## src/rtl/uart_agent_pkg.sv

```systemverilog
// rtl/uart_agent_pkg.sv - shared types and helpers for the uart_agent block
//
// Contents:
//   parity_e    frame parity mode (none / odd / even)
//   rx_state_e  receiver FSM states
//   tx_state_e  transmitter FSM states
//   rx_entry_t  RX FIFO entry {ferr, perr, data[7:0]}
//   calc_div    clocks per bit, rounded to nearest
//   parity_bit  parity bit value for a (masked) data byte
package uart_agent_pkg;

    typedef enum logic [1:0] {
        PAR_NONE = 2'd0,
        PAR_ODD  = 2'd1,
        PAR_EVEN = 2'd2
    } parity_e;

    typedef enum logic [2:0] {
        RX_IDLE,
        RX_START,
        RX_DATA,
        RX_PAR,
        RX_STOP
    } rx_state_e;

    typedef enum logic [2:0] {
        TX_IDLE,
        TX_START,
        TX_DATA,
        TX_PAR,
        TX_STOP
    } tx_state_e;

    typedef struct packed {
        logic       ferr;
        logic       perr;
        logic [7:0] data;
    } rx_entry_t;

    function automatic int calc_div(input int clk_hz, input int baud);
        return (clk_hz + baud / 2) / baud;
    endfunction

    // Bit that makes the total number of ones in data+parity odd or even.
    // Caller passes data with the bits above DATA_BITS already cleared.
    function automatic logic parity_bit(input logic [7:0] data, input parity_e mode);
        logic ones;
        ones = ^data;
        case (mode)
            PAR_ODD:  return ~ones;
            PAR_EVEN: return ones;
            default:  return 1'b0;
        endcase
    endfunction

endpackage

```

## src/rtl/uart_agent_fifo.sv

```systemverilog
// rtl/uart_agent_fifo.sv - synchronous first-word-fall-through FIFO
//
// Ports:
//   clk, reset_n   clock, asynchronous active-low reset (clears pointers)
//   push_data/push write side; a push on a full FIFO is taken only with a pop
//   pop            read side; ignored when empty
//   head           entry at the read pointer (valid whenever empty=0)
//   full, empty    occupancy flags
module uart_agent_fifo #(
    parameter int WIDTH = 8,
    parameter int DEPTH = 16
) (
    input  logic             clk,
    input  logic             reset_n,
    input  logic [WIDTH-1:0] push_data,
    input  logic             push,
    input  logic             pop,
    output logic [WIDTH-1:0] head,
    output logic             full,
    output logic             empty
);

    localparam int AW = $clog2(DEPTH);

    logic [WIDTH-1:0] mem [DEPTH];
    // Extra MSB on each pointer distinguishes full from empty.
    logic [AW:0]      wr_ptr;
    logic [AW:0]      rd_ptr;
    logic             do_push;
    logic             do_pop;

    assign empty   = (wr_ptr == rd_ptr);
    assign full    = (wr_ptr[AW] != rd_ptr[AW]) && (wr_ptr[AW-1:0] == rd_ptr[AW-1:0]);
    assign do_pop  = pop && !empty;
    // On a full FIFO the slot being written is the one being popped this cycle.
    assign do_push = push && (!full || do_pop);
    assign head    = mem[rd_ptr[AW-1:0]];

    always_ff @(posedge clk or negedge reset_n) begin
        if (!reset_n) begin
            wr_ptr <= '0;
            rd_ptr <= '0;
        end else begin
            if (do_push) wr_ptr <= wr_ptr + 1'b1;
            if (do_pop)  rd_ptr <= rd_ptr + 1'b1;
        end
    end

    always_ff @(posedge clk) begin
        if (do_push) mem[wr_ptr[AW-1:0]] <= push_data;
    end

endmodule

```

## src/rtl/uart_agent.sv

```systemverilog
// rtl/uart_agent.sv - full-duplex UART agent with buffered RX and TX
//
// Optional feature macro: UART_AGENT_PRINT_EN (console echo of received frames).
//
// Ports:
//   clk, reset_n          agent clock, asynchronous active-low reset
//   uart_rx               line from the SoC serial_tx
//   uart_tx               line to the SoC serial_rx (registered, idles high)
//   tx_data/valid/ready   TX FIFO push handshake; tx_ready = TX FIFO not full
//   rx_data/perr/ferr     head of the RX FIFO, zero when empty
//   rx_valid/rx_ready     RX FIFO not empty / pop
//   rx_overflow           sticky: a received frame was dropped on a full RX FIFO
//   tx_busy               serializer active or TX FIFO non-empty
module uart_agent
    import uart_agent_pkg::*;
#(
    parameter int CLK_FREQUENCY = 50_000_000,
    parameter int BAUD_RATE     = 115200,
    parameter int DATA_BITS     = 8,
    parameter int PARITY        = 0,
    parameter int STOP_BITS     = 1,
    parameter int FIFO_DEPTH    = 16
) (
    input  logic       clk,
    input  logic       reset_n,
    input  logic       uart_rx,
    output logic       uart_tx,
    input  logic [7:0] tx_data,
    input  logic       tx_valid,
    output logic       tx_ready,
    output logic [7:0] rx_data,
    output logic       rx_perr,
    output logic       rx_ferr,
    output logic       rx_valid,
    input  logic       rx_ready,
    output logic       rx_overflow,
    output logic       tx_busy
);

    localparam int DIV   = calc_div(CLK_FREQUENCY, BAUD_RATE);
    localparam int CNT_W = $clog2(STOP_BITS * DIV);

    localparam logic [CNT_W-1:0] HALF_LOAD = CNT_W'(DIV / 2 - 1);
    localparam logic [CNT_W-1:0] BIT_LOAD  = CNT_W'(DIV - 1);
    localparam logic [CNT_W-1:0] STOP_LOAD = CNT_W'(STOP_BITS * DIV - 1);
    localparam logic [2:0]       LAST_BIT  = 3'(DATA_BITS - 1);
    localparam logic [7:0]       DATA_MASK = 8'((1 << DATA_BITS) - 1);
    localparam parity_e          PAR_MODE  = parity_e'(PARITY[1:0]);

    if (DIV < 8) begin : g_bad_div
        $error("uart_agent: CLK_FREQUENCY/BAUD_RATE must give at least 8 clocks per bit");
    end
    if (DATA_BITS < 5 || DATA_BITS > 8) begin : g_bad_data_bits
        $error("uart_agent: DATA_BITS must be 5..8");
    end
    if (PARITY < 0 || PARITY > 2) begin : g_bad_parity
        $error("uart_agent: PARITY must be 0, 1 or 2");
    end
    if (STOP_BITS != 1 && STOP_BITS != 2) begin : g_bad_stop_bits
        $error("uart_agent: STOP_BITS must be 1 or 2");
    end
    if (FIFO_DEPTH < 2 || (FIFO_DEPTH & (FIFO_DEPTH - 1)) != 0) begin : g_bad_depth
        $error("uart_agent: FIFO_DEPTH must be a power of two, at least 2");
    end

    // ------------------------------------------------------------------
    // Receiver
    // ------------------------------------------------------------------
    logic rx_meta;
    logic rx_sync;
    logic rx_prev;

    // Two-flop synchroniser; rx_prev only serves the falling-edge detector.
    always_ff @(posedge clk or negedge reset_n) begin
        if (!reset_n) begin
            rx_meta <= 1'b1;
            rx_sync <= 1'b1;
            rx_prev <= 1'b1;
        end else begin
            rx_meta <= uart_rx;
            rx_sync <= rx_meta;
            rx_prev <= rx_sync;
        end
    end

    rx_state_e        rx_state, rx_state_n;
    logic [CNT_W-1:0] rx_cnt, rx_cnt_n;
    logic [2:0]       rx_bit, rx_bit_n;
    logic [7:0]       rx_shift, rx_shift_n;
    logic             rx_perr_q, rx_perr_n;
    logic             rx_push;
    rx_entry_t        rx_push_entry;

    always_comb begin
        rx_state_n    = rx_state;
        rx_cnt_n      = rx_cnt;
        rx_bit_n      = rx_bit;
        rx_shift_n    = rx_shift;
        rx_perr_n     = rx_perr_q;
        rx_push       = 1'b0;
        rx_push_entry = '0;

        if (rx_state != RX_IDLE && rx_cnt != '0) rx_cnt_n = rx_cnt - 1'b1;

        case (rx_state)
            RX_IDLE: begin
                if (rx_prev && !rx_sync) begin
                    rx_cnt_n   = HALF_LOAD;
                    rx_state_n = RX_START;
                end
            end
            RX_START: begin
                if (rx_cnt == '0) begin
                    if (rx_sync) begin
                        rx_state_n = RX_IDLE;
                    end else begin
                        rx_cnt_n   = BIT_LOAD;
                        rx_bit_n   = '0;
                        rx_shift_n = '0;
                        rx_perr_n  = 1'b0;
                        rx_state_n = RX_DATA;
                    end
                end
            end
            RX_DATA: begin
                if (rx_cnt == '0) begin
                    rx_shift_n[rx_bit] = rx_sync;
                    rx_cnt_n           = BIT_LOAD;
                    if (rx_bit == LAST_BIT) begin
                        rx_state_n = (PAR_MODE != PAR_NONE) ? RX_PAR : RX_STOP;
                    end else begin
                        rx_bit_n = rx_bit + 1'b1;
                    end
                end
            end
            RX_PAR: begin
                if (rx_cnt == '0) begin
                    rx_perr_n  = (rx_sync != parity_bit(rx_shift, PAR_MODE));
                    rx_cnt_n   = BIT_LOAD;
                    rx_state_n = RX_STOP;
                end
            end
            RX_STOP: begin
                // A second stop bit is simply seen as idle line by RX_IDLE.
                if (rx_cnt == '0) begin
                    rx_push            = 1'b1;
                    rx_push_entry.ferr = ~rx_sync;
                    rx_push_entry.perr = rx_perr_q;
                    rx_push_entry.data = rx_shift;
                    rx_state_n         = RX_IDLE;
                end
            end
            default: rx_state_n = RX_IDLE;
        endcase
    end

    always_ff @(posedge clk or negedge reset_n) begin
        if (!reset_n) begin
            rx_state  <= RX_IDLE;
            rx_cnt    <= '0;
            rx_bit    <= '0;
            rx_shift  <= '0;
            rx_perr_q <= 1'b0;
        end else begin
            rx_state  <= rx_state_n;
            rx_cnt    <= rx_cnt_n;
            rx_bit    <= rx_bit_n;
            rx_shift  <= rx_shift_n;
            rx_perr_q <= rx_perr_n;
        end
    end

    logic      rx_full;
    logic      rx_empty;
    logic [9:0] rx_head_bits;
    rx_entry_t rx_head;

    uart_agent_fifo #(
        .WIDTH (10),
        .DEPTH (FIFO_DEPTH)
    ) u_rx_fifo (
        .clk       (clk),
        .reset_n   (reset_n),
        .push_data (rx_push_entry),
        .push      (rx_push),
        .pop       (rx_ready),
        .head      (rx_head_bits),
        .full      (rx_full),
        .empty     (rx_empty)
    );

    assign rx_head  = rx_head_bits;
    assign rx_valid = !rx_empty;
    assign rx_data  = rx_valid ? rx_head.data : 8'h00;
    assign rx_perr  = rx_valid && rx_head.perr;
    assign rx_ferr  = rx_valid && rx_head.ferr;

    // A full FIFO still accepts a frame when the head is popped that cycle.
    always_ff @(posedge clk or negedge reset_n) begin
        if (!reset_n) begin
            rx_overflow <= 1'b0;
        end else if (rx_push && rx_full && !rx_ready) begin
            rx_overflow <= 1'b1;
        end
    end

    // ------------------------------------------------------------------
    // Transmitter
    // ------------------------------------------------------------------
    logic       tx_full;
    logic       tx_empty;
    logic [7:0] tx_head;
    logic       tx_pop;

    uart_agent_fifo #(
        .WIDTH (8),
        .DEPTH (FIFO_DEPTH)
    ) u_tx_fifo (
        .clk       (clk),
        .reset_n   (reset_n),
        .push_data (tx_data & DATA_MASK),
        .push      (tx_valid && tx_ready),
        .pop       (tx_pop),
        .head      (tx_head),
        .full      (tx_full),
        .empty     (tx_empty)
    );

    assign tx_ready = !tx_full;

    tx_state_e        tx_state, tx_state_n;
    logic [CNT_W-1:0] tx_cnt, tx_cnt_n;
    logic [2:0]       tx_bit, tx_bit_n;
    logic [7:0]       tx_byte, tx_byte_n;
    logic             tx_par, tx_par_n;
    logic             tx_load;
    logic             tx_line_n;

    always_comb begin
        tx_state_n = tx_state;
        tx_cnt_n   = tx_cnt;
        tx_bit_n   = tx_bit;
        tx_byte_n  = tx_byte;
        tx_par_n   = tx_par;
        tx_load    = 1'b0;
        tx_pop     = 1'b0;
        tx_line_n  = 1'b1;

        if (tx_state != TX_IDLE && tx_cnt != '0) tx_cnt_n = tx_cnt - 1'b1;

        case (tx_state)
            TX_IDLE: begin
                if (!tx_empty) tx_load = 1'b1;
            end
            TX_START: begin
                if (tx_cnt == '0) begin
                    tx_cnt_n   = BIT_LOAD;
                    tx_bit_n   = '0;
                    tx_state_n = TX_DATA;
                end
            end
            TX_DATA: begin
                if (tx_cnt == '0) begin
                    if (tx_bit == LAST_BIT) begin
                        if (PAR_MODE != PAR_NONE) begin
                            tx_cnt_n   = BIT_LOAD;
                            tx_state_n = TX_PAR;
                        end else begin
                            tx_cnt_n   = STOP_LOAD;
                            tx_state_n = TX_STOP;
                        end
                    end else begin
                        tx_cnt_n = BIT_LOAD;
                        tx_bit_n = tx_bit + 1'b1;
                    end
                end
            end
            TX_PAR: begin
                if (tx_cnt == '0) begin
                    tx_cnt_n   = STOP_LOAD;
                    tx_state_n = TX_STOP;
                end
            end
            TX_STOP: begin
                // Chain straight into the next start bit: no idle gap.
                if (tx_cnt == '0) begin
                    if (!tx_empty) tx_load = 1'b1;
                    else           tx_state_n = TX_IDLE;
                end
            end
            default: tx_state_n = TX_IDLE;
        endcase

        if (tx_load) begin
            tx_pop     = 1'b1;
            tx_byte_n  = tx_head;
            tx_par_n   = parity_bit(tx_head, PAR_MODE);
            tx_cnt_n   = BIT_LOAD;
            tx_state_n = TX_START;
        end

        // uart_tx is registered from the next state so the line and the
        // state change on the same edge.
        case (tx_state_n)
            TX_START: tx_line_n = 1'b0;
            TX_DATA:  tx_line_n = tx_byte_n[tx_bit_n];
            TX_PAR:   tx_line_n = tx_par_n;
            default:  tx_line_n = 1'b1;
        endcase
    end

    always_ff @(posedge clk or negedge reset_n) begin
        if (!reset_n) begin
            tx_state <= TX_IDLE;
            tx_cnt   <= '0;
            tx_bit   <= '0;
            tx_byte  <= '0;
            tx_par   <= 1'b0;
            uart_tx  <= 1'b1;
        end else begin
            tx_state <= tx_state_n;
            tx_cnt   <= tx_cnt_n;
            tx_bit   <= tx_bit_n;
            tx_byte  <= tx_byte_n;
            tx_par   <= tx_par_n;
            uart_tx  <= tx_line_n;
        end
    end

    assign tx_busy = (tx_state != TX_IDLE) || !tx_empty;

`ifdef UART_AGENT_PRINT_EN
    always_ff @(posedge clk) begin
        if (reset_n && rx_push) begin
            $write("%c", rx_push_entry.data);
            if (rx_push_entry.perr || rx_push_entry.ferr) begin
                $display("UART_AGENT: parity/framing error 0x%02h at %0t",
                         rx_push_entry.data, $time);
            end
            if (rx_full && !rx_ready) begin
                $display("UART_AGENT: warning, RX FIFO full, frame 0x%02h dropped at %0t",
                         rx_push_entry.data, $time);
            end
        end
    end
`else
    // Console echo compiled out; datapath is identical.
`endif

endmodule

```

## config.mk

```make
export PLATFORM = sky130hd
export DESIGN_NAME = uart_agent
export DESIGN_NICKNAME = d
export VERILOG_FILES = /design/src/rtl/uart_agent_pkg.sv /design/src/rtl/uart_agent_fifo.sv /design/src/rtl/uart_agent.sv
export SDC_FILE = /design/constraint.sdc
export NUM_CORES = 1
export LEC_CHECK = 0
export ABC_AREA = 1
export BUFFER_PORTS_ARGS = -buffer_cell sky130_fd_sc_hd__buf_2
export CAP_MARGIN = 15
export CORE_ASPECT_RATIO = 1.1
export CORE_UTILIZATION = 40
export CTS_BUF_LIST = sky130_fd_sc_hd__clkbuf_2 sky130_fd_sc_hd__clkbuf_4 sky130_fd_sc_hd__clkbuf_8
export CTS_CLUSTER_DIAMETER = 200
export DETAILED_ROUTE_END_ITERATION = 8
export GPL_ROUTABILITY_DRIVEN = 0
export PLACE_DENSITY = 0.59
export SKIP_LAST_GASP = 1
export SYNTH_ARGS = -nofsm -noshare
export SYNTH_HDL_FRONTEND = slang
export SYNTH_SLANG_ARGS = --single-unit
```

## constraint.sdc

```tcl
create_clock -name clk -period 3.7 [get_ports clk]
set_input_delay 0.37 -clock clk [delete_from_list [all_inputs] [get_ports clk]]
set_output_delay 0.37 -clock clk [all_outputs]
set_load 0.03 [all_outputs]
```

==> out/results.ini <==
[clock_network]
h-tree-depth=2
clockBufferDepth=3
numCtsBuffers=58
cts_resized=0
insertion_delay_ns=0.67
clkTransAtPathRegs_ns=0.06
clock-sinks=361
cts_tree=done
ctsHoldBuffers=3
post-cts-setup-buffers=0
cts-root-buf=clkbuf_8

[run]
cap_violations=0

[worst_setup_path]
critPathLaunch=u_rx_fifo.rd_ptr[0]
r2r_start=u_rx_fifo.rd_ptr[2]
start_kind=register
path_class=reg2out
reg2reg_depth=11
crit_path_top_delay_cell=dfrtp_2
cp_data_arrival_time_ns=2.96
worstPathRequired_ns=3.33
path_cells=buf_4 -> nor2_1 -> o32ai_1 -> o211ai_1 -> a31oi_1 -> buf_2
reg2reg_to=u_rx_fifo.mem[7][0]
crit_buf_inv=2
r2r_slack_ns=0.90
worstPathMaxFanout=45
cp-endpoint=rx_perr
endpoint_kind=output pin
max_stage_delay_ns=0.60
critPathTopFamily=compound AO/OA/AOI/OAI gates
path_depth=6

[synth]
yosysTopAreaCell=edfxtp_1
yosysSeqAreaShare_pct=67.36
synth.avg_cell_area_um2=11.07
yosysWarnings=0
netlist_top_cells_area=edfxtp_1, dfrtp_1, nand2_1
synth-edff-count=288
syn-instance-count=1405
syn_area_mm2=0.01556
ys_async_sr_fraction_pct=20.22
synth-seq-cells=361
syn_nets=1434
synth_top_area_share_pct=55.59
yosysUniqueCellTypes=50
ys_dominant_reg_cell=edfxtp_1

[floorplanning]
die_area_mm2=0.03969
coreArea_mm2=0.03819
initial_core_util_pct=40.74
die_w_um=190.0
io-pin-count=28
die_h_um=208.9
num_rows=75

[grt]
met2_usage_pct=30.80
grt_overflow=0
antenna_found_initial=0
grt_usage_pct=18.89
grt_pass1_vias=10380
grtUsageMet3_pct=3.813
busiest_layer=met2
grt_start_max_net_pins=84
met1_usage_pct=24.35
grt_pass1_wl_um=57190

[status]
status=complete, no violations

[timing]
fin_setup_tns_ns=0
max_slew_margin_pct=34.28
whs_ns=0.09614
tightest_slew_ns=0.9858
hold_violations=0
slew_violations=0
fmax_mhz=300.7
worst_slack_ns=0.3750
finalCritPeriodShare_pct=89.87
period_minus_slack_ns=3.325
skew_ns=0.04199
grt_setup_unrepaired=no
setup_viol=0

[detailed_routing]
ant_nets=0
routed_wirelength_um=36450
first_pass_iters=5
drcViolationCount=0
drtIter0Drc=656
viasPerCell=5.089
routedWlPerCell_um=17.96
vias=10330

[final_layout]
syn_to_final_growth_pct=13.53
layout-drive-gt1-share_pct=14.98
utilization_pct=46.25
finish.net_count=1508
n_antenna_cell=0

[pwr]
pwr_density_cell_mw_per_mm2=615.1
vdd_drop_max_v=0.0005971
power.leakage_uw=0.006845

[placement]
pre_cts_slack_ns=0.9457
port_buffers=27
hpwlAfterDp_um=23120

[worst_hold_path]
min_path_type=in2reg

-- report_power, final --
group,leakage [uW],internal [uW],total (uW),switching [uW]
registers,0.00354,4620,4830,206
logic,0.00264,746,2440,1700
clock network,0.000662,1970,3590,1620
total,0.00684,7340,10900,3530
-- worst min-delay path, delay by kind of cell --
kind / cells / cell delay, ns
simple gates: 3 / 0.25
buf+inv: 1 / 0.09
-- synth_stat cells (3+ instances only) --
master and instances:
edfxtp_1 288, nand2_1 274, nor2_1 223, inv_1 103
dfrtp_1 69, nand3_1 68, o21ai_0 57, o21ai_1 40
clkbuf_1 25, xor2_1 25, o32ai_1 22, inv_2 20
mux2i_1 18, o221ai_1 18, a21oi_1 17, buf_2 17
ha_1 16, a31oi_1 11, nor3_1 11, nand2_2 9
o22ai_1 8, buf_4 6, buf_1 5, nand4_1 5
nor2_2 5, xnor2_1 5, clkinv_1 4, dfstp_2 4
nor2_4 4, o211ai_1 4, nand3_2 3, nand3b_1 3
-- sequential cells by signal, summed over array words and instances (netlist names), 3 cells and up --
signal            cells
rx_bit                3
u_tx_fifo.wr_ptr      5
u_tx_fifo.rd_ptr      5
u_rx_fifo.rd_ptr      5
u_tx_fifo.mem       128
rx_shift              8
u_rx_fifo.mem       160
tx_state              3
rx_cnt                9
rx_state              3
tx_byte               8
tx_bit                3
tx_cnt                9
u_rx_fifo.wr_ptr      5
-- area by class of cell --
class / count / area (um^2)
clock buffer: 84 / 1037
clock inverter: 26 / 203.9
fill: 3524 / 20530
inverter: 128 / 481.7
multi-input combinational: 862 / 4365
sequential: 361 / 10480
tap: 500 / 625.6
timing repair buffer: 68 / 465.4
-- placed cells by master (no fill, tap or decap), types with 19 or more instances in the layout --
cell      Yosys  routed
o21ai_1      40      40
buf_2        17      26
o21ai_0      57      57
nand2_1     274     274
clkbuf_8      0      65
o32ai_1      22      22
nor2_1      223     214
edfxtp_1    288     288
dfrtp_1      69      66
inv_2        20      20
xor2_1       25      25
buf_4         6      38
inv_1       103     103
clkbuf_4      0      19
nand3_1      68      68
-- kinds of logic after synthesis --
kind of cell	after synthesis	synth area share, %
compound gates	187	7.455
xor+xnor	30	1.689
fa+ha+maj	16	1.287
buf+inv	182	4.728
flops	361	67.36
mux	18	1.158
simple gates	611	16.32
-- per-layer routing --
metal	wire [um]	vias to the layer above
li1	-	4978
met1	15570	4963
met2	17570	301
met3	1966	84
met4	1339	0
met5	0	-
-- worst min path at each step --
stage	startpoint	to	depth (start not counted)
2_1_floorplan	reset_n	rx_bit[0]	0
3_5_place_dp	rx_meta	rx_sync	0
4_1_cts	rx_ready	u_rx_fifo.rd_ptr[1]	4
5_1_grt	rx_ready	u_rx_fifo.rd_ptr[1]	4
3_3_place_gp	rx_meta	rx_sync	0
6_report	rx_ready	u_rx_fifo.rd_ptr[1]	4
-- metrics by stage --
step	area (um^2)	cells	total power (uW)
6_report	17660	2029	10870
5_1_grt	17660	2029	11400
4_1_cts	17660	2029	10980
3_5_place_dp	16390	1916	7353
3_3_place_gp	16390	1916	7340
2_1_floorplan	15560	1405	6645
Note: power is estimated with default switching activity, not from simulation.
